==> src/rtl/sram_pixel_streamer.sv <==
// -----------------------------------------------------------------------------
// sram_pixel_streamer
//
// Pre-fetches one frame of pixel words from the SRAM controller read port into
// a small FIFO. It serves them to the display request side at one word per
// request. The SRAM side uses a single-outstanding read handshake. A word
// counter, not an address compare, detects the end of the frame, so the frame
// may wrap around the top of the address space.
//
// Optional feature macro: PIX_STREAM_UFLOW_CNT_EN
//   When defined, adds o_underflow_cnt. This is a saturating count of
//   o_underflow pulses. Reset and i_frame_start clear it.
//
// Ports
//   i_clk            pixel clock
//   i_rst_n          asynchronous active-low reset
//   i_enable         allow new SRAM reads; an in-flight read always completes
//   i_frame_start    1-cycle pulse: flush FIFO, restart fetch at BASE_ADDR
//   o_sram_read      1-cycle read request
//   o_sram_addr      read address, held until the read returns
//   i_sram_valid     1-cycle pulse: i_sram_data carries the pending read
//   i_sram_data      read data
//   i_pix_req        consumer asks for one pixel this cycle
//   o_pix_data       pixel word, registered, one cycle after the request
//   o_pix_valid      o_pix_data holds a real FIFO word
//   o_underflow      1-cycle pulse: a request found the FIFO empty
//   o_frame_done     1-cycle pulse in the cycle the last frame word is pushed
//   o_fifo_level     current FIFO occupancy
//   o_underflow_cnt  (optional) saturating underflow count
// -----------------------------------------------------------------------------
module sram_pixel_streamer #(
  parameter int unsigned DATA_W      = 16,
  parameter int unsigned ADDR_W      = 20,
  parameter int unsigned BASE_ADDR   = 0,
  parameter int unsigned FRAME_WORDS = 480000,
  parameter int unsigned FIFO_DEPTH  = 16,
  localparam int unsigned LVL_W      = $clog2(FIFO_DEPTH) + 1
) (
  input  logic              i_clk,
  input  logic              i_rst_n,
  input  logic              i_enable,
  input  logic              i_frame_start,
  output logic              o_sram_read,
  output logic [ADDR_W-1:0] o_sram_addr,
  input  logic              i_sram_valid,
  input  logic [DATA_W-1:0] i_sram_data,
  input  logic              i_pix_req,
  output logic [DATA_W-1:0] o_pix_data,
  output logic              o_pix_valid,
  output logic              o_underflow,
  output logic              o_frame_done,
  output logic [LVL_W-1:0]  o_fifo_level
`ifdef PIX_STREAM_UFLOW_CNT_EN
  ,
  output logic [15:0]       o_underflow_cnt
`endif
);

  localparam int unsigned PTR_W = $clog2(FIFO_DEPTH);
  localparam int unsigned CNT_W = (FRAME_WORDS > 1) ? $clog2(FRAME_WORDS) : 1;
  localparam logic [ADDR_W-1:0] BASE = ADDR_W'(BASE_ADDR);

  typedef enum logic [1:0] {
    S_IDLE  = 2'd0,
    S_ISSUE = 2'd1,
    S_WAIT  = 2'd2,
    S_DONE  = 2'd3
  } state_t;

  // Fetch control state
  state_t            state_q, state_d;
  logic [ADDR_W-1:0] addr_q, addr_d;
  logic [CNT_W-1:0]  wcnt_q, wcnt_d;
  logic              inflight_q, inflight_d;
  logic              stale_q, stale_d;

  // FIFO state
  logic [DATA_W-1:0] mem_q [FIFO_DEPTH];
  logic [PTR_W-1:0]  wr_ptr_q, wr_ptr_d;
  logic [PTR_W-1:0]  rd_ptr_q, rd_ptr_d;
  logic [LVL_W-1:0]  level_q, level_d;

  // Pixel output registers
  logic [DATA_W-1:0] pix_data_q, pix_data_d;
  logic              pix_valid_q, pix_valid_d;
  logic              underflow_q, underflow_d;

  logic last_word;
  logic push_req;
  logic push;
  logic pop;
  logic full;
  logic empty;
  logic room;

  assign last_word = (wcnt_q == CNT_W'(FRAME_WORDS - 1));
  assign full      = (level_q == LVL_W'(FIFO_DEPTH));
  assign empty     = (level_q == '0);

  // Data is only accepted in WAIT. A valid during ISSUE is ignored. A valid
  // while idle can only belong to a stale read, and that read is dropped.
  assign push_req  = (state_q == S_WAIT) && i_sram_valid && !i_frame_start;
  assign push      = push_req && !full;
  assign pop       = i_pix_req && !empty && !i_frame_start;

  // Count the in-flight read against capacity, so the returning word always
  // has a free slot.
  assign room = ({1'b0, level_q} + {{LVL_W{1'b0}}, inflight_q})
                < (LVL_W + 1)'(FIFO_DEPTH);

  // ---------------------------------------------------------------------------
  // Fetch FSM: next-state and outputs
  // ---------------------------------------------------------------------------
  always_comb begin
    state_d      = state_q;
    addr_d       = addr_q;
    wcnt_d       = wcnt_q;
    inflight_d   = inflight_q;
    stale_d      = stale_q;
    o_frame_done = 1'b0;

    // The abandoned read has now returned, so fetching may resume.
    if (stale_q && i_sram_valid) begin
      stale_d = 1'b0;
    end

    if (i_frame_start) begin
      state_d    = S_IDLE;
      addr_d     = BASE;
      wcnt_d     = '0;
      inflight_d = 1'b0;
      // A read issued this cycle, or one still outstanding in WAIT, will
      // return later. Remember it so its data is not mistaken for word 0.
      if ((state_q == S_ISSUE) || ((state_q == S_WAIT) && !i_sram_valid)) begin
        stale_d = 1'b1;
      end
    end else begin
      unique case (state_q)
        S_IDLE: begin
          if (i_enable && !stale_q && room) begin
            state_d = S_ISSUE;
          end
        end
        S_ISSUE: begin
          inflight_d = 1'b1;
          state_d    = S_WAIT;
        end
        S_WAIT: begin
          if (i_sram_valid) begin
            inflight_d = 1'b0;
            if (last_word) begin
              o_frame_done = 1'b1;
              state_d      = S_DONE;
            end else begin
              addr_d  = addr_q + ADDR_W'(1);
              wcnt_d  = wcnt_q + CNT_W'(1);
              state_d = S_IDLE;
            end
          end
        end
        S_DONE: begin
          state_d = S_DONE;
        end
        default: begin
          state_d = S_IDLE;
        end
      endcase
    end
  end

  assign o_sram_read = (state_q == S_ISSUE);
  assign o_sram_addr = addr_q;

  // ---------------------------------------------------------------------------
  // FIFO pointers, level and pixel output next-state
  // ---------------------------------------------------------------------------
  always_comb begin
    wr_ptr_d    = wr_ptr_q;
    rd_ptr_d    = rd_ptr_q;
    level_d     = level_q;
    pix_data_d  = pix_data_q;
    pix_valid_d = 1'b0;
    underflow_d = 1'b0;

    if (i_frame_start) begin
      wr_ptr_d   = '0;
      rd_ptr_d   = '0;
      level_d    = '0;
      pix_data_d = '0;
    end else begin
      if (push) begin
        wr_ptr_d = wr_ptr_q + PTR_W'(1);
      end
      if (pop) begin
        rd_ptr_d = rd_ptr_q + PTR_W'(1);
      end
      unique case ({push, pop})
        2'b10:   level_d = level_q + LVL_W'(1);
        2'b01:   level_d = level_q - LVL_W'(1);
        default: level_d = level_q;
      endcase

      // The pop decision uses the pre-push level. A word arriving in the
      // same cycle as a request on an empty FIFO is not bypassed.
      if (i_pix_req) begin
        if (!empty) begin
          pix_data_d  = mem_q[rd_ptr_q];
          pix_valid_d = 1'b1;
        end else begin
          pix_data_d  = '0;
          underflow_d = 1'b1;
        end
      end
    end
  end

  // ---------------------------------------------------------------------------
  // State registers
  // ---------------------------------------------------------------------------
  always_ff @(posedge i_clk or negedge i_rst_n) begin
    if (!i_rst_n) begin
      state_q     <= S_IDLE;
      addr_q      <= BASE;
      wcnt_q      <= '0;
      inflight_q  <= 1'b0;
      stale_q     <= 1'b0;
      wr_ptr_q    <= '0;
      rd_ptr_q    <= '0;
      level_q     <= '0;
      pix_data_q  <= '0;
      pix_valid_q <= 1'b0;
      underflow_q <= 1'b0;
    end else begin
      state_q     <= state_d;
      addr_q      <= addr_d;
      wcnt_q      <= wcnt_d;
      inflight_q  <= inflight_d;
      stale_q     <= stale_d;
      wr_ptr_q    <= wr_ptr_d;
      rd_ptr_q    <= rd_ptr_d;
      level_q     <= level_d;
      pix_data_q  <= pix_data_d;
      pix_valid_q <= pix_valid_d;
      underflow_q <= underflow_d;
    end
  end

  // FIFO storage is data only and needs no reset.
  always_ff @(posedge i_clk) begin
    if (push) begin
      mem_q[wr_ptr_q] <= i_sram_data;
    end
  end

  assign o_pix_data   = pix_data_q;
  assign o_pix_valid  = pix_valid_q;
  assign o_underflow  = underflow_q;
  assign o_fifo_level = level_q;

`ifdef PIX_STREAM_UFLOW_CNT_EN
  logic [15:0] ucnt_q, ucnt_d;

  // Increment on the same edge that raises o_underflow, so the count and
  // the pulse appear together.
  always_comb begin
    ucnt_d = ucnt_q;
    if (i_frame_start) begin
      ucnt_d = '0;
    end else if (underflow_d && (ucnt_q != 16'hFFFF)) begin
      ucnt_d = ucnt_q + 16'd1;
    end
  end

  always_ff @(posedge i_clk or negedge i_rst_n) begin
    if (!i_rst_n) begin
      ucnt_q <= '0;
    end else begin
      ucnt_q <= ucnt_d;
    end
  end

  assign o_underflow_cnt = ucnt_q;
`endif

  // Capacity gating should make a push into a full FIFO impossible.
  a_no_push_when_full: assert property (@(posedge i_clk) disable iff (!i_rst_n)
    !(push_req && full));

endmodule
==> config.mk <==
export PLATFORM = sky130hd
export DESIGN_NAME = sram_pixel_streamer
export DESIGN_NICKNAME = d
export VERILOG_FILES = /design/src/rtl/sram_pixel_streamer.sv
export SDC_FILE = /design/constraint.sdc
export NUM_CORES = 1
export LEC_CHECK = 0
export CAP_MARGIN = 25
export CELL_PAD_IN_SITES_DETAIL_PLACEMENT = 2
export CELL_PAD_IN_SITES_GLOBAL_PLACEMENT = 2
export CORE_MARGIN = 2
export CORE_UTILIZATION = 49
export DETAILED_ROUTE_END_ITERATION = 10
export HOLD_SLACK_MARGIN = 0.03
export PLACE_DENSITY = 0.94
export SYNTH_ARGS = -nofsm -noshare
export SYNTH_HDL_FRONTEND = slang
export SYNTH_SLANG_ARGS = --single-unit
==> constraint.sdc <==
create_clock -name i_clk -period 4.4 [get_ports i_clk]
set_input_delay 0.44 -clock i_clk [delete_from_list [all_inputs] [get_ports i_clk]]
set_output_delay 0.44 -clock i_clk [all_outputs]
set_load 0.02 [all_outputs]
==> results.md <==
- Vias per cell: about 6.7
- Fmax: 288 MHz
- Worst-path clk slew: about 0.06 ns
- Synth-to-Final Area Change: 16.6%
- Layout cells sized above 1: 16.4%
- Via count: approximately 8500
- Count of final hold-check violations: 0
- Final net count: roughly 900
- Hold crit path type: in -> async
- Initial antenna violation count: 0
- Core box area: 27100 um2
- Netlist cell types: 65
- Worst VDD drop: about 0.00049 V
- CTS resizes: 0
- GP Congestion: about 0.79
- Leak: between 5 and 6 nW
- Slew @ Worst Pin: roughly 1.1 ns
- Initial DRC Count: between 900 and 1000
- Most frequent cells in the layout: edfxtp_1 (256), dfrtp_1 (72), mux4_2 (64), clkdlybuf4s50_1 (64), clkbuf_16 (39)
- Count of yosys warnings during synthesis: 0
- H-Tree Depth: 2
- Post-layout instance count excluding filler cells: about 1300
- Seq/Total Area, Yosys: 70.2%
- FP Rows: 60
- TritonCTS clock tree: built
- CP Launch Point: i_pix_req
- Seq cells post-synth: 330
- Total GRT Usage: between 30% and 40%
- Unrepaired setup endpoints after global routing: false
- Arrival @ worst endpoint: just under 4 ns
- Post-synth ARST share: 22.4%
- EDFF count, synth: roughly 260
- Cells on worst reg2reg path: 9
- Clock Sinks: 330
- Pin count of the biggest net entering global routing: 75
- CP max FO: 14
- Max-slew violation count: 0
- Worst r2r dst: o_fifo_level[4]
- Commonest non-fill, non-tap cell in the layout: edfxtp_1
- Dominant cells by area after synthesis: edfxtp_1 (57%), dfrtp_1 (14%), mux4_2 (11%)
- Total power draw: about 8.3 mW
- Worst setup path endpoint: o_fifo_level[4]
- Dpl hpwl: approximately 28 mm
- Ys flop type: edfxtp_1
- Syn_area_per_cell: approximately 17 um2
- CP Capture Type: flip-flop
- Final-layout fill cell count: ~2300
- CTS buffer count: 36
- Clock Tree Buf Depth: 3
- Tmin final: 3.47 ns
- I/O pin cnt: 67
- Maxcap violations: 0
- Drt wl/cell: around 38 um
- Clock root buffer: clkbuf_16
- WHS: ~0.34 ns
- Slew margin rel.: roughly 29%
- Setup Crit Path Kind: in -> reg
- Status: complete, no violations
- Final wirelength: around 48 mm
- Area of the multi-input gates: around 3800 um2
- Worst Path Required: 4.82 ns
- GRT overflow: 0
- Global-route wire length before repair: between 60 and 70 mm
- Antenna Cells: 0
- Area leader, netlist: edfxtp_1
- Buffers on Ports: 66
- Worst r2r src: o_fifo_level[1]
- Synthesized area: roughly 14000 um2
- Worst-skew pair later-pin latency: between 0.5 and 0.6 ns
- DIE AREA: just under 30000 um2
- Clock skew: 0.0249 ns
- Number of global-route vias before repair: 9197
- Setup tns final: 0 ns
- Net count after synthesis: 831
- DR DRC count: 0
- # setup viols final: 0
- Starting Density: roughly 50%
- Setup crit start kind: input pin
- DP Cell Count: 1202
- Pwr Density: between 500 and 600 nW/um2
- Area share of the largest cell type after synthesis: 56.6%
- Area occupied by registers: around 9500 um2
- Post-DRT Antenna Nets: 0
- Fin crit share: 78.9%
- Cells after Synth: 800
- Reg2reg setup slack: approximately 1.1 ns
- Die Y: around 170 um
- Die X: around 170 um
- Pre-Repair DR Iteration Count: 5
==> critical path: stages <==
cell and delay (ns):
clkdlybuf4s50_1 0.86, nand2b_1 0.24, a21oi_2 0.64, a21oi_1 0.21, a31oi_1 0.24, ha_1 0.29, a31oi_1 0.23, and3_1 0.28
a21o_1 0.18, a221oi_1 0.29
==> per-stage QoR <==
step	util [%]	worst slack [ns]	instance area [um2]
2_1_floorplan	-	1.76	13600
3_3_place_gp	53.7	0.983	14600
3_5_place_dp	53.7	0.745	14600
4_1_cts	58.2	0.975	15800
5_1_grt	58.5	0.768	15800
6_report	58.5	0.926	15800
==> where the power goes <==
group	internal, mW	switching (mW)	leakage [nW]
Clock	1.85	1.31	0.584
Sequential	3.45	0.229	3.32
Combinational	0.644	0.808	1.40
Total	5.94	2.35	5.30
==> synthesized netlist by cell type, types with 3 or more instances <==
cell,number
o211ai_1,7
nand4_1,11
nor4bb_1,3
o31ai_1,9
nor3_1,5
ha_1,9
a31oi_1,3
nand2_1,34
o21ai_1,5
a22o_1,16
xor2_1,18
a22oi_1,32
and2_1,15
inv_1,8
nor2b_1,3
nand3_1,17
edfxtp_1,256
mux4_2,64
and3_1,7
buf_6,3
and4_1,7
or3_1,14
buf_2,10
a21oi_2,3
buf_1,4
clkbuf_1,24
nor2_1,38
o21ai_0,14
or4_1,7
a21oi_1,32
dfrtp_1,74
o2111ai_1,3
xnor2_1,4
==> how the worst min path moves through the flow <==
stage / cells past startpoint / endpoint / slack (ns)
6_report: 2 / o_pix_data[10] / 0.34
2_1_floorplan: 0 / inflight_q / 0.14
5_1_grt: 2 / o_pix_data[11] / 0.35
3_5_place_dp: 1 / o_pix_data[8] / 0.50
3_3_place_gp: 1 / o_pix_data[14] / 0.49
4_1_cts: 1 / o_pix_data[12] / 0.11
==> sequential cells by signal, summed over array words and instances (netlist names), 2 cells and up <==
name          cells
mem_q           256
o_fifo_level      5
o_pix_data       16
o_sram_addr      20
rd_ptr_q          4
state_q           2
wcnt_q           19
wr_ptr_q          4
==> timing repair <==
action                    4_1_cts  5_1_grt
buffers inserted                0        0
hold endpoints to repair        0       12
hold buffers                    0        1
==> area by class of cell <==
| type | instances | area share [%] |
|---|---|---|
| clock buffer | 57 | 6.97 |
| clock inverter | 9 | 0.640 |
| inverter | 8 | 0.190 |
| multi-input combinational | 417 | 23.8 |
| sequential | 330 | 60.2 |
| tap | 372 | 2.94 |
| timing repair buffer | 79 | 5.21 |
==> metal layers <==
metal | wire (um) | GRT usage (%)
met1 | 18100 | 42.4
met2 | 24800 | 59.6
met3 | 2940 | 5.49
met4 | 1820 | 11.5
met5 | 0 | 0
==> kinds of logic after synthesis <==
kind of cell	Yosys count	share of synthesized area [%]
flops	330	70.2
simple gates	185	7.87
compound gates	135	6.87
mux	66	10.8
buf+inv	53	2.02
xor+xnor	22	1.42
fa+ha+maj	9	0.829
Power figures use the tool's default switching activity.
